### src/rtl/counter_sweep_controller_pkg.sv
`default_nettype none
// ============================================================================
// Module   : counter_sweep_controller_pkg
// Brief    : State encodings and direction constants for the sweep controller.
// Revision : 1.0 - initial release
// ============================================================================
package counter_sweep_controller_pkg;

    typedef logic [1:0] state_t;

    localparam state_t ST_IDLE = 2'd0;
    localparam state_t ST_LOAD = 2'd1;
    localparam state_t ST_RUN  = 2'd2;
    localparam state_t ST_DONE = 2'd3;

    localparam logic DIR_UP   = 1'b1;
    localparam logic DIR_DOWN = 1'b0;

endpackage
`default_nettype wire

### src/rtl/counter_sweep_controller_core.sv
`default_nettype none
// ============================================================================
// Module   : updown_count_core
// Brief    : Loadable modulo-2^W up/down counter; load has priority over en.
// Revision : 1.0 - initial release
// ============================================================================
module updown_count_core
    import counter_sweep_controller_pkg::*;
#(
    parameter int W = 4
) (
    input  logic         clk,
    input  logic         rst_n,
    input  logic         load,
    input  logic         en,
    input  logic [W-1:0] din,
    input  logic         dir,
    output logic [W-1:0] count
);

    localparam logic [W-1:0] C_ONE = W'(1);

    logic [W-1:0] r_count;

    always_ff @(posedge clk or negedge rst_n) begin
        if (!rst_n) begin
            r_count <= '0;
        end else if (load) begin
            r_count <= din;
        end else if (en) begin
            case (dir)
                DIR_UP:   r_count <= r_count + C_ONE;
                DIR_DOWN: r_count <= r_count - C_ONE;
                default:  r_count <= r_count;
            endcase
        end
    end

    assign count = r_count;

endmodule
`default_nettype wire

### src/rtl/counter_sweep_controller.sv
`default_nettype none
// ============================================================================
// Module   : counter_sweep_controller
// Brief    : Runs programmed (optionally bouncing) count sweeps on an up/down core.
// Revision : 1.0 - initial release
// ============================================================================
module counter_sweep_controller
    import counter_sweep_controller_pkg::*;
#(
    parameter int W = 4
) (
    input  logic         clk,
    input  logic         rst_n,
    input  logic         start,
    input  logic [W-1:0] start_val,
    input  logic [W-1:0] end_val,
    input  logic         dir,
    input  logic         bounce,
    input  logic         hold,
    input  logic         abort,
    output logic         busy,
    output logic         done,
    output logic         phase,
    output logic [W-1:0] count
);

    state_t       r_state;
    state_t       w_next;
    logic [W-1:0] r_start;
    logic [W-1:0] r_end;
    logic         r_dir;
    logic         r_bounce;
    logic         r_phase;
    logic [W-1:0] w_target;
    logic         w_match;
    logic         w_turn;
    logic         w_load;
    logic         w_en;

    assign w_target = r_phase ? r_start : r_end;
    assign w_match  = (count == w_target);
    // A match on the outbound leg of a bounce sweep reverses instead of finishing.
    assign w_turn   = w_match && r_bounce && !r_phase;

    always_ff @(posedge clk or negedge rst_n) begin
        if (!rst_n) begin
            r_state <= ST_IDLE;
        end else begin
            r_state <= w_next;
        end
    end

    always_comb begin
        w_next = r_state;
        case (r_state)
            ST_IDLE: if (start) w_next = ST_LOAD;
            ST_LOAD: w_next = abort ? ST_IDLE : ST_RUN;
            ST_RUN: begin
                if (abort) begin
                    w_next = ST_IDLE;
                end else if (w_match && !w_turn) begin
                    w_next = ST_DONE;
                end
            end
            ST_DONE: w_next = ST_IDLE;
            default: w_next = ST_IDLE;
        endcase
    end

    always_comb begin
        w_load = 1'b0;
        w_en   = 1'b0;
        busy   = 1'b0;
        done   = 1'b0;
        case (r_state)
            ST_LOAD: begin
                busy   = 1'b1;
                w_load = !abort;
            end
            ST_RUN: begin
                busy = 1'b1;
                w_en = !abort && !w_match && !hold;
            end
            ST_DONE: begin
                busy = 1'b1;
                done = 1'b1;
            end
            default: begin
                busy = 1'b0;
            end
        endcase
    end

    always_ff @(posedge clk or negedge rst_n) begin
        if (!rst_n) begin
            r_start  <= '0;
            r_end    <= '0;
            r_dir    <= 1'b0;
            r_bounce <= 1'b0;
            r_phase  <= 1'b0;
        end else begin
            if (r_state == ST_IDLE && start) begin
                r_start  <= start_val;
                r_end    <= end_val;
                r_dir    <= dir;
                r_bounce <= bounce;
            end
            if (r_state == ST_DONE || ((r_state == ST_LOAD || r_state == ST_RUN) && abort)) begin
                r_phase <= 1'b0;
            end else if (r_state == ST_RUN && w_turn) begin
                r_phase <= 1'b1;
                r_dir   <= ~r_dir;
            end
        end
    end

    assign phase = r_phase;

    updown_count_core #(
        .W(W)
    ) u_core (
        .clk   (clk),
        .rst_n (rst_n),
        .load  (w_load),
        .en    (w_en),
        .din   (r_start),
        .dir   (r_dir),
        .count (count)
    );

endmodule
`default_nettype wire
### config.mk
export PLATFORM = sky130hd
export DESIGN_NAME = counter_sweep_controller
export DESIGN_NICKNAME = d
export VERILOG_FILES = /design/src/rtl/counter_sweep_controller_pkg.sv /design/src/rtl/counter_sweep_controller_core.sv /design/src/rtl/counter_sweep_controller.sv
export SDC_FILE = /design/constraint.sdc
export NUM_CORES = 1
export LEC_CHECK = 0
export CELL_PAD_IN_SITES_DETAIL_PLACEMENT = 1
export CELL_PAD_IN_SITES_GLOBAL_PLACEMENT = 1
export CORE_ASPECT_RATIO = 1.2
export CORE_MARGIN = 2
export CORE_UTILIZATION = 35
export CTS_BUF_LIST = sky130_fd_sc_hd__clkbuf_4 sky130_fd_sc_hd__clkbuf_8
export DETAILED_ROUTE_END_ITERATION = 8
export MAX_ROUTING_LAYER = met4
export PLACE_DENSITY_LB_ADDON = 0.1
export SLEW_MARGIN = 10
export SYNTH_ARGS = -nofsm -noshare
export SYNTH_HDL_FRONTEND = slang
export SYNTH_SLANG_ARGS = --single-unit
### constraint.sdc
create_clock -name clk -period 3.5 [get_ports clk]
set_input_delay 0.7 -clock clk [delete_from_list [all_inputs] [get_ports clk]]
set_output_delay 0.7 -clock clk [all_outputs]
set_load 0.02 [all_outputs]
### Yosys cells after proc, flatten, opt, wreduce, memory -nomap -nowiden

Index checks and enable logic that the tools add are counted.

* bits in registers: 17
* bits in latches: 0
* memory bits (writable): 0
* ROM bits: 0
* input bits: 15
* output and inout bits: 7
* word-level logic and storage cells: 54
* memories: 0

* add/sub/neg operators: 2
* multiply operators: 0
* div/mod/pow operators: 0
* magnitude comparators: 0
* equality and inequality tests: 6
* shift operators: 0
* muxes and demuxes: 18
* bitwise logic cells: 1
* reduce and logical (&&, ||, !) cells: 20

Operators with widths (count)
* 4-bit two-way mux: 3
* 1-bit two-way mux: 9
* 1-bit logical AND: 8
* 2-bit two-way mux: 4
* 2-bit case mux with 4 select lines: 1
* 4-bit case mux with 2 select lines: 1
* 1-bit zero test: 5
* 4-bit by 1-bit adder with 4-bit output (second input constant): 1
* 2-bit equality test (second input constant): 2
* 4-bit equality test: 1
* 2-bit nonzero test: 2
* 4-bit by 1-bit subtractor with 4-bit output (second input constant): 1
* 3-bit != test (second input constant): 1
* 3-bit OR reduction: 1
* 2-bit by 1-bit equality test with 1-bit output (second input constant): 1
* 2-bit zero test: 1
* 1-bit logical OR: 2
* 2-bit != test (second input constant): 1
* 2-bit AND reduction: 1
* 1-bit NOT: 1

### Logic depth before layout (Yosys ltp)

Gate-level depths: netlist (run 1).

* depth after elaboration: 9
* depth in mapped cells: 7
* mapped depth without buffers: 7

### Modules after synthesis

Synthesis (run 1) repeated with hierarchy kept, for this count alone.

* cells, all modules: 92
* area, all modules: 1051.0 um^2

By module, submodules not included
* counter_sweep_controller: times used 1, cells an instance 60, area each 739.5 um^2, sequential area each 325.3 um^2
* updown_count_core: times used 1, cells an instance 32, area each 311.5 um^2, sequential area each 100.1 um^2

### Worst setup path before layout (run 1)

Ideal clock, no wire load.

* kind: reg-to-reg
* from: reg r_phase (netlist: phase)
* to: reg u_core.r_count[1] (netlist: u_core.count[1])
* library setup time: 132 ps
* arrival time: 1744 ps
* required time: 3368 ps
* path slack: 1625 ps
* cell stages (with the launch flop): 7
* path buffers: 1
* cell sequence: dfrtp_1 -> buf_6 -> mux2i_1 -> xnor2_1 -> o41ai_4 -> mux2i_1 -> o21ai_1

* longest elaborated chain between the ends: 7

Ends and longest elaborated chain
* start, declared: RTL line counter_sweep_controller.sv:33 `logic r_phase;`
* start signal, assigned: RTL line counter_sweep_controller.sv:100 `r_phase <= 1'b0;`
* start signal, assigned: RTL line counter_sweep_controller.sv:109 `r_phase <= 1'b0;`
* start signal, assigned: RTL line counter_sweep_controller.sv:111 `r_phase <= 1'b1;`
* 4-bit two-way mux: RTL line counter_sweep_controller.sv:40 `assign w_target = r_phase ? r_start : r_end;`
* 4-bit equality test: RTL line counter_sweep_controller.sv:41 `assign w_match = (count == w_target);`
* 1-bit zero test: RTL line counter_sweep_controller.sv:82 `w_en = !abort && !w_match && !hold;`
* 1-bit logical AND (2 in series): RTL line counter_sweep_controller.sv:82
* 1-bit two-way mux: RTL line counter_sweep_controller.sv:75 `case (r_state)`
* 2-bit nonzero test (no source line)
* end signal, assigned: RTL line counter_sweep_controller_core.sv:32 `DIR_UP: r_count <= r_count + C_ONE;`
* end signal, assigned: RTL line counter_sweep_controller_core.sv:33 `DIR_DOWN: r_count <= r_count - C_ONE;`
* end signal, assigned: RTL line counter_sweep_controller_core.sv:34 `default: r_count <= r_count;`
* end, declared: RTL line counter_sweep_controller_core.sv:23 `logic [W-1:0] r_count;`

No other way between the ends.
A chain may end at the register's enable or synchronous reset.

### Final worst setup path (run 1)

* from: reg r_state[0]
* to: out busy

* longest elaborated chain between the ends: 3
* elaborated cells between the ends (all ways): 5
* those cells by class: eq/ne (3); mux (1); reduce/logical (1)

Ends and longest elaborated chain
* start, declared: RTL line counter_sweep_controller.sv:27 `state_t r_state;`
* start signal, assigned: RTL line counter_sweep_controller.sv:49 `r_state <= w_next;`
* 2-bit equality test / 2-bit by 1-bit equality test with 1-bit output (equally long branches): RTL line counter_sweep_controller.sv:75
* 3-bit OR reduction (no source line) (*)
* 1-bit two-way mux (*): RTL line counter_sweep_controller.sv:75
* end, declared: RTL line counter_sweep_controller.sv:21 `output logic busy,`

Mark *: on every way between the ends. The rest lies on a longest branch, timed or not.

==> impl_metrics.json, run 1 <==
{
  "antenna_found_initial": 0,
  "slew_headroom": 0.475,
  "synth.yosys.warnings": 0,
  "pin_count": 22,
  "cts_buffers": 3,
  "hp-class": "reg -> reg",
  "die_area_mm2": 0.00343,
  "fin_crit_sh": 0.702,
  "grt_max_degree": 18,
  "crit_chain": "inv_1 -> ha_1 -> inv_1 -> clkdlybuf4s50_1",
  "clock-root-buffer": "clkbuf_4",
  "final_nets": 139,
  "port_buffers": 21,
  "synth_cells": 91,
  "gp_congestion": 0.802,
  "skew_ps": 1.42,
  "cts_setup_buffers": 0,
  "yosys.area.top_type": "dfrtp_1",
  "fin_crit_ps": 2460,
  "cts.path.max_buffers": 2,
  "clk_pin_slew_ps": 110,
  "ys_seq_area_frac": 0.408,
  "powerDensity_mw_per_mm2": 843,
  "setup_ws_ps": 1040,
  "syn_area_mm2": 0.00104,
  "required_ps": 2800,
  "first_pass_iters": 4,
  "p_leak_nw": 0.537,
  "routed_wl_mm": 2.26,
  "ys_types": 30,
  "grt_pass1_wl_mm": 3.99,
  "stdcell_area_mm2": 0.00131,
  "ys_ff_latch": 17,
  "std_cell_rows": 21,
  "dpl_worst_slack_ps": 1100,
  "drt_iter0_markers": 9,
  "die_h_um": 63.8,
  "timing_worst_slew_pin_value_ps": 784,
  "synth_nets": 114,
  "grt_usage": 0.164,
  "hold_viol": 0,
  "dieWidth_um": 53.8,
  "area_growth_pct": 26.1,
  "max_cap_viol_count": 0,
  "slowest_delay_ps": 590,
  "path_max_fanout": 5,
  "timing.fmax_mhz": 407,
  "slew_violations": 0,
  "synth.avg_cell_area_um2": 11.5,
  "overflow": 0,
  "status": "finished clean",
  "ant_nets": 0,
  "peakVddDrop_mv": 0.369,
  "post_dp_cell_area_mm2": 0.00128,
  "cts_hold_buf": 0,
  "endpoint_kind": "output port",
  "setup_violations": 0,
  "synthTopCellsByArea": "dfrtp_1, mux2_2, ha_1",
  "path_class": "reg -> out",
  "drive_gt1_frac": 0.130,
  "ff2ff_setup_slack_ps": 1480,
  "setup_tns_ps": 0,
  "cp-start-kind": "register",
  "synth_top_area_share": 0.408,
  "power_mw": 1.11,
  "n_antenna_cell": 0,
  "cts-resized-gates": 0,
  "initial_core_util": 0.371,
  "grt_pass1_vias": 807,
  "clkLatencyLatePin_ps": 290,
  "via_count": 778,
  "path_buf_inv": 3,
  "cp_slowest_cell": "clkdlybuf4s50_1",
  "cp_data_arrival_time_ps": 1760,
  "crit_family": "buffers and inverters",
  "cts_tree": "yes",
  "drcViolationCount": 0,
  "routed_via_density": 5.22,
  "h-tree-depth": 1,
  "dp_hpwl_mm": 1.78,
  "final_cell_mix": "clkdlybuf4s50_1, dfrtp_1, mux2_2",
  "coreArea_mm2": 0.00281,
  "final_common_cell": "clkdlybuf4s50_1",
  "post_drt_wl_per_cell_um": 15.2,
  "path_common_cell": "inv_1",
  "cts.sinks": 17,
  "rsz0062_at_grt": "false"
}
registers in the layout, indices dropped and copies added, names as in the netlist:
| name | count |
|---|---|
| r_end | 4 |
| r_start | 4 |
| u_core.count | 4 |
| r_state | 2 |
| phase | 1 |
| r_bounce | 1 |
| r_dir | 1 |
power by group:
group          switching, mW  internal [mW]
clock network         0.0661         0.0520
logic                  0.328          0.278
registers             0.0945          0.288
total                  0.489          0.618
metrics by stage:
step	hold WS (ps)	std cells	util
2_1_floorplan	404	91	-
3_3_place_gp	493	145	0.457
3_5_place_dp	504	145	0.457
4_1_cts	530	149	0.467
5_1_grt	550	149	0.467
6_report	525	149	0.467
layout make-up:
| class | count | area [µm²] |
|---|---|---|
| Fill cell | 314 | 1500 |
| Multi-Input combinational cell | 69 | 591 |
| Sequential cell | 17 | 425 |
| Timing Repair Buffer | 21 | 210 |
| Tap cell | 34 | 42.5 |
| Clock buffer | 4 | 30.0 |
| Inverter | 4 | 15.0 |
cell families (layout without fill, tap and decap cells):
group	Yosys count	count (layout)	synth area share
simple gates	19	19	0.103
xor+xnor	7	7	0.0588
compound gates	20	20	0.146
mux	15	15	0.155
flops	17	17	0.408
buf+inv	5	29	0.0252
fa+ha+maj	8	8	0.103
metal layers:
metal | up-vias | routed length [µm] | global-route usage | share of wire
li1 | 375 | - | - | -
met1 | 384 | 1040 | 0.207 | 0.46
met2 | 17 | 1100 | 0.264 | 0.49
met3 | 2 | 93 | 0.0304 | 0.041
met4 | 0 | 18 | 0.0481 | 0.0080
met5 | - | 0 | - | 0
Yosys cell counts, drive strengths merged:
cell	count
fa	1
nor2b	1
o311ai	1
a22oi	1
o22ai	1
dfrtp	17
o41ai	1
mux2i	6
a2111oi	1
mux2	9
nand2b	4
o21ai	4
a211oi	2
o21bai	1
xnor2	5
a21oi	2
inv	4
nand2	7
nor3	1
buf	1
or3	1
nor2	3
a31oi	4
nor4	1
ha	7
a21o	1
nand4	1
xor2	2
o2bb2ai	1
worst paths after layout:
kind,from,cells past startpoint,end
setup / recovery,r_state[0],4,busy
hold / removal,r_end[1],1,r_end[1]
setup reg to reg,phase,5,u_core.count[1]
hold reg to reg,r_end[1],1,r_end[1]
max in group asynchronous,rst_n,1,r_end[1]
min in group asynchronous,rst_n,1,phase
(Power assumes the default switching activity.)
==> run 2, diff against run 1 <==
==> constraint.sdc (replaced) <==
create_clock -name clk -period 2.53 [get_ports clk]
set_input_delay 0.506 -clock clk [delete_from_list [all_inputs] [get_ports clk]]
set_output_delay 0.506 -clock clk [all_outputs]
set_load 0.02 [all_outputs]
==> impl_metrics.json, run 2 (synthesis results as in run 1) <==
{
  "status": "finished clean",
  "cts.sinks": 17,
  "slew_headroom": 0.542,
  "setup_violations": 0,
  "routed_via_density": 5.13,
  "dieWidth_um": 53.8,
  "die_h_um": 63.8,
  "crit_chain": "inv_1 -> ha_1 -> inv_1 -> clkdlybuf4s50_1",
  "antenna_found_initial": 0,
  "drcViolationCount": 0,
  "max_cap_viol_count": 0,
  "path_max_fanout": 5,
  "path_buf_inv": 3,
  "grt_usage": 0.158,
  "via_count": 770,
  "powerDensity_mw_per_mm2": 1160,
  "drt_iter0_markers": 10,
  "power_mw": 1.53,
  "rsz0062_at_grt": "false",
  "switching_share": 0.442,
  "overflow": 0,
  "cp_data_arrival_time_ps": 1740,
  "cts_tree": "yes",
  "cts_hold_buf": 0,
  "skew_ps": 3.48,
  "dp.cells": 146,
  "coreArea_mm2": 0.00281,
  "std_cell_rows": 21,
  "cts_setup_buffers": 0,
  "fin_crit_sh": 0.889,
  "crit_family": "buffers and inverters",
  "drive_gt1_frac": 0.138,
  "cts.path.max_buffers": 2,
  "setup_tns_ps": 0,
  "timing_worst_slew_pin_value_ps": 669,
  "routed_wl_mm": 2.23,
  "ant_nets": 0,
  "endpoint_kind": "output port",
  "slew_violations": 0,
  "cts_buffers": 3,
  "clkLatencyLatePin_ps": 290,
  "fin_crit_ps": 2250,
  "required_ps": 2020,
  "grt_pass1_wl_mm": 3.75,
  "dp_hpwl_mm": 1.76,
  "hold_viol": 0,
  "clk_pin_slew_ps": 100,
  "fin_util": 0.470,
  "p_leak_nw": 0.542,
  "fin_cells": 150,
  "initial_core_util": 0.371,
  "power.share.combinational": 0.549,
  "post_drt_wl_per_cell_um": 14.9,
  "p_sw_mw": 0.678,
  "path_class": "reg -> out",
  "pin_count": 22,
  "clock-root-buffer": "clkbuf_4",
  "hp-class": "in -> async",
  "final_common_cell": "clkdlybuf4s50_1",
  "cts-resized-gates": 0,
  "p_seq_frac": 0.345,
  "final_cell_mix": "clkdlybuf4s50_1, dfrtp_1, mux2_2",
  "peakVddDrop_mv": 0.607,
  "timing.fmax_mhz": 445,
  "cp-start-kind": "register",
  "h-tree-depth": 1,
  "die_area_mm2": 0.00343,
  "path_common_cell": "inv_1",
  "cp_slowest_cell": "clkdlybuf4s50_1",
  "internal_power_mw": 0.857,
  "gp_congestion": 0.804,
  "first_pass_iters": 4,
  "grt_pass1_vias": 796,
  "final_nets": 140,
  "area_growth_pct": 26.8,
  "grt_max_degree": 18,
  "slowest_delay_ps": 590,
  "port_buffers": 21,
  "n_antenna_cell": 0,
  "pwr-share-clk": 0.106
}
==> run 2: changes by cell type in the layout (fill, tap and decap cells not counted), sizes merged <==
cell and delta:
buf +1
==> run 2: area by class of cell <==
type / instances / area [µm²]
Fill cell: 310 / 1490
Tap cell: 34 / 42.5
Timing Repair Buffer: 22 / 218
Sequential cell: 17 / 425
Multi-Input combinational cell: 69 / 591
Clock buffer: 4 / 30.0
Inverter: 4 / 15.0
==> run 2: through the flow <==
stage                     hold slack, ps  setup slack [ps]  cell area [µm²]
after floorplan                      210               655             1040
after global placement               493               396             1290
after detailed placement             500               338             1290
after global routing                 546               163             1320
final                                519               281             1320
after CTS                            525               252             1320
==> run 2: worst register-to-register path, cell delays in order (launching register included) <==
cell     delay (ps)
dfrtp_1         560
mux2i_1         260
xnor2_1         180
o41ai_4         550
mux2i_1         250
o21ai_1          70
==> run 2: worst paths after layout <==
| path | endpoint | cells after the start | slack [ps] | from |
|---|---|---|---|---|
| min in group clk | r_end[1] | 1 | 520 | r_end[1] |
| min reg2reg | r_end[1] | 1 | 520 | r_end[1] |
| min | u_core.count[3] | 2 | 520 | rst_n |
| max reg2reg | u_core.count[1] | 5 | 540 | phase |
| max | busy | 4 | 280 | r_state[0] |
| max in group asynchronous | r_state[1] | 2 | 1810 | rst_n |
==> run 2: layer usage <==
layer | up-vias | track usage | part of all wire
met1 | 361 | 0.190 | 0.45
met5 | - | - | 0
met2 | 22 | 0.233 | 0.47
met4 | 0 | 0.0897 | 0.030
met3 | 8 | 0.0421 | 0.050
li1 | 379 | - | -
==> run 2: power by group through the flow <==
stage / combinational [mW] / clock, mW / sequential, mW
finish: 0.843 / 0.162 / 0.529
global route: 0.931 / 0.181 / 0.554
CTS: 0.854 / 0.172 / 0.532
detailed placement: 0.843 / 0 / 0.537
global placement: 0.826 / 0 / 0.529
floorplan: 0.580 / 0 / 0.537
